### src/rtl/mem_access_ctrl.sv
`default_nettype none
// ============================================================================
// Module   : mem_access_ctrl
// Brief    : M-stage data-memory access controller: AdEL/AdES checks, req/ack
//            bus transaction with pipeline stall, raw load word registration.
// Revision : 1.0 - initial release
// ============================================================================
module mem_access_ctrl #(
    parameter logic [31:0] DM_TOP    = 32'h0000_2FFF,
    parameter logic [31:0] PERIPH_LO = 32'h0000_7F00,
    parameter logic [31:0] PERIPH_HI = 32'h0000_7F1B
) (
    input  logic        clk,
    input  logic        reset_n,
    input  logic        req_valid,
    input  logic        req_we,
    input  logic [2:0]  req_type,
    input  logic [31:0] req_addr,
    input  logic [31:0] req_wdata,
    input  logic        req_flush,
    output logic        bus_req,
    output logic        bus_we,
    output logic [31:0] bus_addr,
    output logic [3:0]  bus_be,
    output logic [31:0] bus_wdata,
    input  logic        bus_ack,
    input  logic [31:0] bus_rdata,
    output logic        stall,
    output logic        exc_adel,
    output logic        exc_ades,
    output logic        ld_valid,
    output logic [31:0] ld_data,
    output logic [1:0]  ld_byte_addr,
    output logic [2:0]  ld_type
);

    localparam logic [2:0] c_TY_BS = 3'b001;
    localparam logic [2:0] c_TY_BU = 3'b010;
    localparam logic [2:0] c_TY_HS = 3'b011;
    localparam logic [2:0] c_TY_HU = 3'b100;

    typedef enum logic [1:0] {
        ST_IDLE = 2'd0,
        ST_BUSY = 2'd1,
        ST_DONE = 2'd2
    } state_t;

    state_t      state_q;
    logic        bus_req_q;
    logic        bus_we_q;
    logic [31:0] bus_addr_q;
    logic [3:0]  bus_be_q;
    logic [31:0] bus_wdata_q;
    logic [1:0]  off_q;
    logic [2:0]  type_q;
    logic        drop_q;
    logic        ld_valid_q;
    logic [31:0] ld_data_q;
    logic [1:0]  ld_byte_addr_q;
    logic [2:0]  ld_type_q;

    logic        w_is_byte;
    logic        w_is_half;
    logic        w_is_word;
    logic        w_in_dm;
    logic        w_in_periph;
    logic        w_misalign;
    logic        w_range_fault;
    logic        w_periph_fault;
    logic        w_fault;
    logic        w_check;
    logic        w_accept;
    logic        w_drop;
    logic [3:0]  w_be;
    logic [31:0] w_wdata;

    // Unknown type codes fall back to the word rules (strictest alignment).
    always_comb begin
        w_is_byte = (req_type == c_TY_BS) || (req_type == c_TY_BU);
        w_is_half = (req_type == c_TY_HS) || (req_type == c_TY_HU);
        w_is_word = !w_is_byte && !w_is_half;
    end

    assign w_in_dm        = (req_addr <= DM_TOP);
    assign w_in_periph    = (req_addr >= PERIPH_LO) && (req_addr <= PERIPH_HI);
    assign w_misalign     = (w_is_word && (req_addr[1:0] != 2'b00)) ||
                            (w_is_half && req_addr[0]);
    assign w_range_fault  = !w_in_dm && !w_in_periph;
    // Peripherals are word-only, and the timer COUNT register is read-only.
    assign w_periph_fault = w_in_periph &&
                            (!w_is_word || (req_we && (req_addr[3:0] == 4'h8)));
    assign w_fault        = w_misalign || w_range_fault || w_periph_fault;

    assign w_check  = reset_n && (state_q == ST_IDLE) && req_valid && !req_flush;
    assign w_accept = w_check && !w_fault;
    assign w_drop   = drop_q || req_flush;

    always_comb begin
        w_be    = 4'b1111;
        w_wdata = req_wdata;
        if (w_is_half) begin
            w_be    = req_addr[1] ? 4'b1100 : 4'b0011;
            w_wdata = {2{req_wdata[15:0]}};
        end else if (w_is_byte) begin
            w_be    = 4'b0001 << req_addr[1:0];
            w_wdata = {4{req_wdata[7:0]}};
        end
    end

    always_ff @(posedge clk or negedge reset_n) begin
        if (!reset_n) begin
            state_q        <= ST_IDLE;
            bus_req_q      <= 1'b0;
            bus_we_q       <= 1'b0;
            bus_addr_q     <= 32'h0;
            bus_be_q       <= 4'h0;
            bus_wdata_q    <= 32'h0;
            off_q          <= 2'b00;
            type_q         <= 3'b000;
            drop_q         <= 1'b0;
            ld_valid_q     <= 1'b0;
            ld_data_q      <= 32'h0;
            ld_byte_addr_q <= 2'b00;
            ld_type_q      <= 3'b000;
        end else begin
            case (state_q)
                ST_IDLE: begin
                    if (w_accept) begin
                        bus_req_q   <= 1'b1;
                        bus_we_q    <= req_we;
                        bus_addr_q  <= {req_addr[31:2], 2'b00};
                        bus_be_q    <= w_be;
                        bus_wdata_q <= w_wdata;
                        off_q       <= req_addr[1:0];
                        type_q      <= req_type;
                        drop_q      <= 1'b0;
                        state_q     <= ST_BUSY;
                    end
                end
                ST_BUSY: begin
                    if (req_flush) begin
                        drop_q <= 1'b1;
                    end
                    if (bus_ack) begin
                        bus_req_q <= 1'b0;
                        drop_q    <= 1'b0;
                        state_q   <= ST_DONE;
                        // A flushed load still completes on the bus but its
                        // data never reaches the load-extension unit.
                        if (!bus_we_q && !w_drop) begin
                            ld_valid_q     <= 1'b1;
                            ld_data_q      <= bus_rdata;
                            ld_byte_addr_q <= off_q;
                            ld_type_q      <= type_q;
                        end
                    end
                end
                ST_DONE: begin
                    ld_valid_q <= 1'b0;
                    state_q    <= ST_IDLE;
                end
                default: begin
                    state_q <= ST_IDLE;
                end
            endcase
        end
    end

    assign bus_req      = bus_req_q;
    assign bus_we       = bus_we_q;
    assign bus_addr     = bus_addr_q;
    assign bus_be       = bus_be_q;
    assign bus_wdata    = bus_wdata_q;
    assign stall        = reset_n && ((state_q == ST_BUSY) || w_accept);
    assign exc_adel     = w_check && w_fault && !req_we;
    assign exc_ades     = w_check && w_fault && req_we;
    assign ld_valid     = ld_valid_q;
    assign ld_data      = ld_data_q;
    assign ld_byte_addr = ld_byte_addr_q;
    assign ld_type      = ld_type_q;

endmodule
`default_nettype wire

### config.mk
export PLATFORM = sky130hd
export DESIGN_NAME = mem_access_ctrl
export DESIGN_NICKNAME = d
export VERILOG_FILES = /design/src/rtl/mem_access_ctrl.sv
export SDC_FILE = /design/constraint.sdc
export NUM_CORES = 1
export LEC_CHECK = 0
export ABC_AREA = 1
export BUFFER_PORTS_ARGS = -buffer_cell sky130_fd_sc_hd__buf_2
export CORE_ASPECT_RATIO = 0.5
export CORE_MARGIN = 2
export CORE_UTILIZATION = 51
export CTS_BUF_LIST = sky130_fd_sc_hd__clkbuf_16
export DETAILED_ROUTE_END_ITERATION = 10
export GPL_ROUTABILITY_DRIVEN = 0
export PLACE_DENSITY = 0.86
export SLEW_MARGIN = 30
export SYNTH_ARGS = -nofsm -noshare
export SYNTH_HDL_FRONTEND = slang
export SYNTH_SLANG_ARGS = --single-unit
### constraint.sdc
create_clock -name clk -period 3.2 [get_ports clk]
set_input_delay 0.16 -clock clk [delete_from_list [all_inputs] [get_ports clk]]
set_output_delay 0.16 -clock clk [all_outputs]
set_load 0.01 [all_outputs]
Word-level counts from Yosys, hierarchy flattened
Cells that the tools add are included.
{ "classes": {"add_sub_neg": 0, "mul": 0, "div": 0, "magnitude_cmp": 3, "n_eq_ne": 11, "shifts": 1, "mux": 18, "n_bitwise": 0, "n_reduce_logical": 44} }
{ "op_table": {"columns": ["op", "count"], "rows": [
  ["2-to-1 mux 32 bit", 2],
  ["greater-or-equal comparator 32 x 15 -> 1 bit, second input constant", 1],
  ["<= comparator 32 x 14 -> 1 bit, second input constant", 1],
  ["<= comparator 32 x 15 -> 1 bit, second input constant", 1],
  ["logical AND 1 bit", 16],
  ["2-to-1 mux 4 bit", 3],
  ["AND reduction 3 bit", 4],
  ["zero test 1 bit", 10],
  ["logical OR 1 bit", 8],
  ["2-to-1 mux 1 bit", 7],
  ["== test 3 x 2 -> 1 bit, second input constant", 2],
  ["!= test 2 bit, second input constant", 3],
  ["one-hot mux 1 bit (2 select lines)", 3],
  ["nonzero test 2 bit", 3],
  ["== test 4 bit, second input constant", 1],
  ["2-to-1 mux 2 bit", 2],
  ["one-hot mux 2 bit (2 select lines)", 1],
  ["AND reduction 2 bit", 2],
  ["left shift 1 x 2 -> 4 bit, first input constant", 1],
  ["== test 3 x 1 -> 1 bit, second input constant", 1],
  ["== test 3 bit, second input constant", 1],
  ["!= test 3 bit, second input constant", 1],
  ["== test 2 x 1 -> 1 bit, second input constant", 1],
  ["== test 2 bit, second input constant", 1],
  ["zero test 2 bit", 1]
]} }
{ "word_totals": {"reg_bits": 114, "latch_bits": 0, "ramBits": 0, "rom_bits": 0, "inputBits": 105, "out_inout_bits": 111, "wordCells": 90, "memories": 0} }

Longest topological paths before layout
{ "depth": {"word_depth": 12, "depth_mapped": 12, "ltp_nobuf": 11} }

Worst setup path before layout
No wires, ideal clock.
{ "synth_path": {"path_type": "input port to output port", "startpoint": "in req_type[2]", "endpoint": "out stall", "arrival_ns": 1.377, "required_time_ns": 3.040, "path_slack_ns": 1.663, "stages": 9, "n_path_buf": 1, "path_cell_list": "inv_1 nand3_1 nand2_2 nor2_4 nand3_2 nand2_1 nand3_2 buf_4 a21boi_0"} }
{ "synth_via": {"elab_chain_len": 12, "word_cells_on_any_way": 21, "classes_between": "4 x eq/ne; 17 x reduce/logical"} }
{ "synth_rtl": {"columns": ["element", "line_no", "source"], "rows": [
  ["start: declaration", "17", "input logic [2:0] req_type,"],
  ["== test 3 x 1 -> 1 bit, or another cell as far along", "79", "w_is_byte = (req_type == c_TY_BS) || (req_type == c_TY_BU);"],
  ["logical OR 1 bit, on equally long branches", "79, 80", null],
  ["zero test 1 bit", "81", "w_is_word = !w_is_byte && !w_is_half;"],
  ["logical AND 1 bit", "81", null],
  ["logical AND 1 bit or zero test 1 bit (tied branches)", "86, 91", null],
  ["logical OR 1 bit, on equally long branches", "86, 91", null],
  ["logical OR 1 bit or logical AND 1 bit (tied branches)", "92, 90", null],
  ["logical OR 1 bit (*)", "92", "assign w_fault = w_misalign || w_range_fault || w_periph_fault;"],
  ["zero test 1 bit (*)", "95", "assign w_accept = w_check && !w_fault;"],
  ["logical AND 1 bit (*)", "95", null],
  ["logical OR 1 bit (*)", "174", "assign stall = reset_n && ((state_q == ST_BUSY) || w_accept);"],
  ["logical AND 1 bit (*)", "174", null],
  ["end: declaration", "28", "output logic stall,"]
]} }
Every way passes the cells marked *; elsewhere a longest branch is shown, timed or not.

Worst setup path after layout
{ "layout_path": {"startpoint": "in req_addr[12]", "endpoint": "out stall"} }
{ "layout_via": {"elab_chain_len": 10, "word_cells_on_any_way": 14, "classes_between": "3 x order compare; 11 x reduce/logical"} }
{ "layout_rtl": {"columns": ["element", "line_no", "source"], "rows": [
  ["start: declaration", "18", "input logic [31:0] req_addr,"],
  ["greater-or-equal comparator 32 x 15 -> 1 bit or <= comparator 32 x 15 -> 1 bit (tied branches)", "85", "assign w_in_periph = (req_addr >= PERIPH_LO) && (req_addr <= PERIPH_HI);"],
  ["logical AND 1 bit", "85", null],
  ["zero test 1 bit", "88", "assign w_range_fault = !w_in_dm && !w_in_periph;"],
  ["logical AND 1 bit", "88", null],
  ["logical OR 1 bit", "92", null],
  ["logical OR 1 bit (*)", "92", null],
  ["zero test 1 bit (*)", "95", null],
  ["logical AND 1 bit (*)", "95", null],
  ["logical OR 1 bit (*)", "174", null],
  ["logical AND 1 bit (*)", "174", null]
]} }
Marks and branches as above.

==> impl_metrics.toml <==
[layout]
fin_nets = 970
layout-area-overhead-vs-synth_pct = 44.90
final_cells = 997
fillers = 635
antenna_cells = 0
multi_input_area_um2 = 1698
ff_latch_area_um2 = 2853
utilization_pct = 75.19
drive_gt1_share_pct = 28.77

[synth]
ys_types = 24
synthCells = 604
syn-cell-area_um2 = 4837
yosys_warnings = 0
seq_area_frac_synth_pct = 58.98
ys_seq_elements = 114
avgSynthCellArea_um2 = 8.009
yosysTopAreaCellShare_pct = 58.98
yosys-top-cells-area = "dfrtp_1 (59%), nand2_1 (27%), inv_1 (2.9%), o21ai_0 (2.2%), nand3_1 (1.9%)"
yosysTopAreaCell = "dfrtp_1"

[sta]
skew_ps = 7.985
finalCritPeriodShare_pct = 79.89
grt_setup_unrepaired = "no"
worstMarginPinSlew_ps = 832.3
fin_crit_ps = 2557
max_freq_ghz = 0.3912
relSlewSlack_pct = 44.52
setup_slack_ps = 643.5
report.final.slew_viol_count = 0
tns_ps = 0
hold_viol_final = 0
finalSetupViolCount = 0

[floorplan]
core_um2 = 9321
rows = 25
fp.dieArea_um2 = 10330
die_w_um = 141.7
die_y_um = 72.87
initial_utilization_pct = 51.89
ios = 216

[routing]
routed_wirelength_mm = 14.71
vias_per_cell = 4.934
wl_per_cell_um = 14.76
detail-route-antenna-nets = 0
drc = 0
vias = 4919
detail_route.first_pass.iterations = 5
drt-initial-drc-count = 416

[min_path]
min_path_type = "in -> reg"

[critical_path]
cp-end-kind = "output pin"
crit_required_ps = 3040
worst-setup-path-type = "in -> out"
cp_max_fo = 88
arrival_ps = 2400
start_kind = "primary input"

[cts]
cts_made_buffers = 17
clock-sinks = 114
clkTransAtPathRegs_ps = 50
h-tree-depth = 4
clock_latency_ps = 400
cts_buffer_depth = 2
cts_root_buffer = "clkbuf_16"
cts_tree = "done"

[power]
p_leak_nw = 4.372
p_per_area_nw_per_um2 = 519.6
peakVddDrop_mv = 0.4160

[place]
dp_slack_ps = 974.7
io_buffers = 213
place_hpwl_mm = 9.241
dp_cells = 920

[global_routing]
antenna_found_initial = 0
grt.overflow.total = 0
grt_max_degree = 89
grt_usage_pct = 28.51
grt_pass1_wl_mm = 22.51
grt_pass1_vias = 4706

[outcome]
status = "complete, no violations"

[flow_run]
maxCapViolations = 0
-- flip-flops by register name, summed over array words and instances (netlist names) --
name          count
ld_valid          1
ld_byte_addr      2
bus_we            1
bus_be            4
state_q           2
bus_wdata        32
type_q            3
drop_q            1
off_q             2
bus_req           1
bus_addr         30
ld_type           3
ld_data          32
-- synth_stat cells --
master and number:
nand2_1 346, buf_4 4, o211ai_1 1, conb_1 1, o21ai_1 1, nor2_4 1
dfrtp_1 114, nand4_1 3, nand3_1 18, buf_1 1, buf_2 4, o21ai_0 21
a31oi_1 1, a21oi_1 4, inv_2 2, clkinv_1 1, a21boi_0 1, inv_1 38
buf_6 3, nand2_2 1, nor3_1 1, nor2_1 21, clkbuf_1 13, nand3_2 3
-- placed cells by master, fill, tap and decap left out, drive strengths merged, types with 2 or more instances in the layout --
cell / instances
o21ai: 22
clkinv: 8
clkinvlp: 2
dfrtp: 114
buf: 219
nand3: 21
a21oi: 4
conb: 2
nand4: 3
inv: 41
bufinv: 3
nor2: 22
clkbuf: 17
nand2: 347
dlygate4sd3: 47
-- layout make-up --
cell class / instances / area share (%)
clock inverter: 13 / 2.053
inverter: 41 / 2.196
timing repair buffer: 266 / 22.60
clock buffer: 17 / 6.069
sequential: 114 / 40.70
multi-input combinational: 425 / 24.22
tap: 121 / 2.160
-- worst paths after layout --
| path | slack (ps) | cells after the start | to | from |
|---|---|---|---|---|
| max reg2reg | 1250 | 9 | bus_wdata[10] | state_q[0] |
| max in group asynchronous | 1490 | 4 | bus_wdata[31] | reset_n |
| min in group asynchronous | 490 | 3 | ld_data[6] | reset_n |
| max | 640 | 12 | stall | req_addr[12] |
| min | 10 | 3 | bus_wdata[30] | req_wdata[30] |
| min reg2reg | 470 | 2 | bus_wdata[0] | bus_wdata[0] |
-- critical path, cell delays in order --
cell and delay, ps:
dlygate4sd3_1 560, buf_2 150, nand2_1 70, nor2_1 40, nand2_1 50, nor2_1 50, nand3_2 70, nand2_1 100
nand3_2 110, buf_4 670, a21boi_0 170, buf_2 190
-- metrics by stage --
stage / total power (W) / cell area (um2) / hold slack, ps
6_report: 0.003642 / 7009 / 12.28
5_1_grt: 0.003755 / 7009 / 18.91
4_1_cts: 0.003661 / 7009 / 1.452
3_5_place_dp: 0.001781 / 5969 / 360.1
3_3_place_gp: 0.001774 / 5969 / 353.5
2_1_floorplan: 0.001620 / 4841 / -135.6
-- report_power, final --
| group | switching (W) | total (W) | leakage [nW] | internal, W |
|---|---|---|---|---|
| combinational | 0.000176 | 0.000320 | 2.53 | 0.000144 |
| clock | 0.000632 | 0.00183 | 0.275 | 0.00120 |
| sequential | 0.0000154 | 0.00149 | 1.57 | 0.00147 |
-- metal layers --
layer | wire length [um] | up-vias | track usage, %
met2 | 6899 | 226 | 46.17
met5 | 0 | - | 0
met4 | 613 | 0 | 16.11
li1 | - | 2354 | -
met3 | 953 | 62 | 6.299
met1 | 6247 | 2277 | 36.45
-- kinds of logic after synthesis --
logic type,count (synthesis),synth area share (%)
and+or+nand+nor,394,31.82
DFF,114,58.98
buffers and inverters,66,6.001
AOI/OAI and AO/OA,29,3.130
other,1,0.07753
-- what timing repair did --
item	4_1_cts	5_1_grt
gates resized for setup	0	0
endpoints found under the hold margin	102	0
setup buffers	0	0
hold buffers	47	0
(Power assumes the default switching activity.)
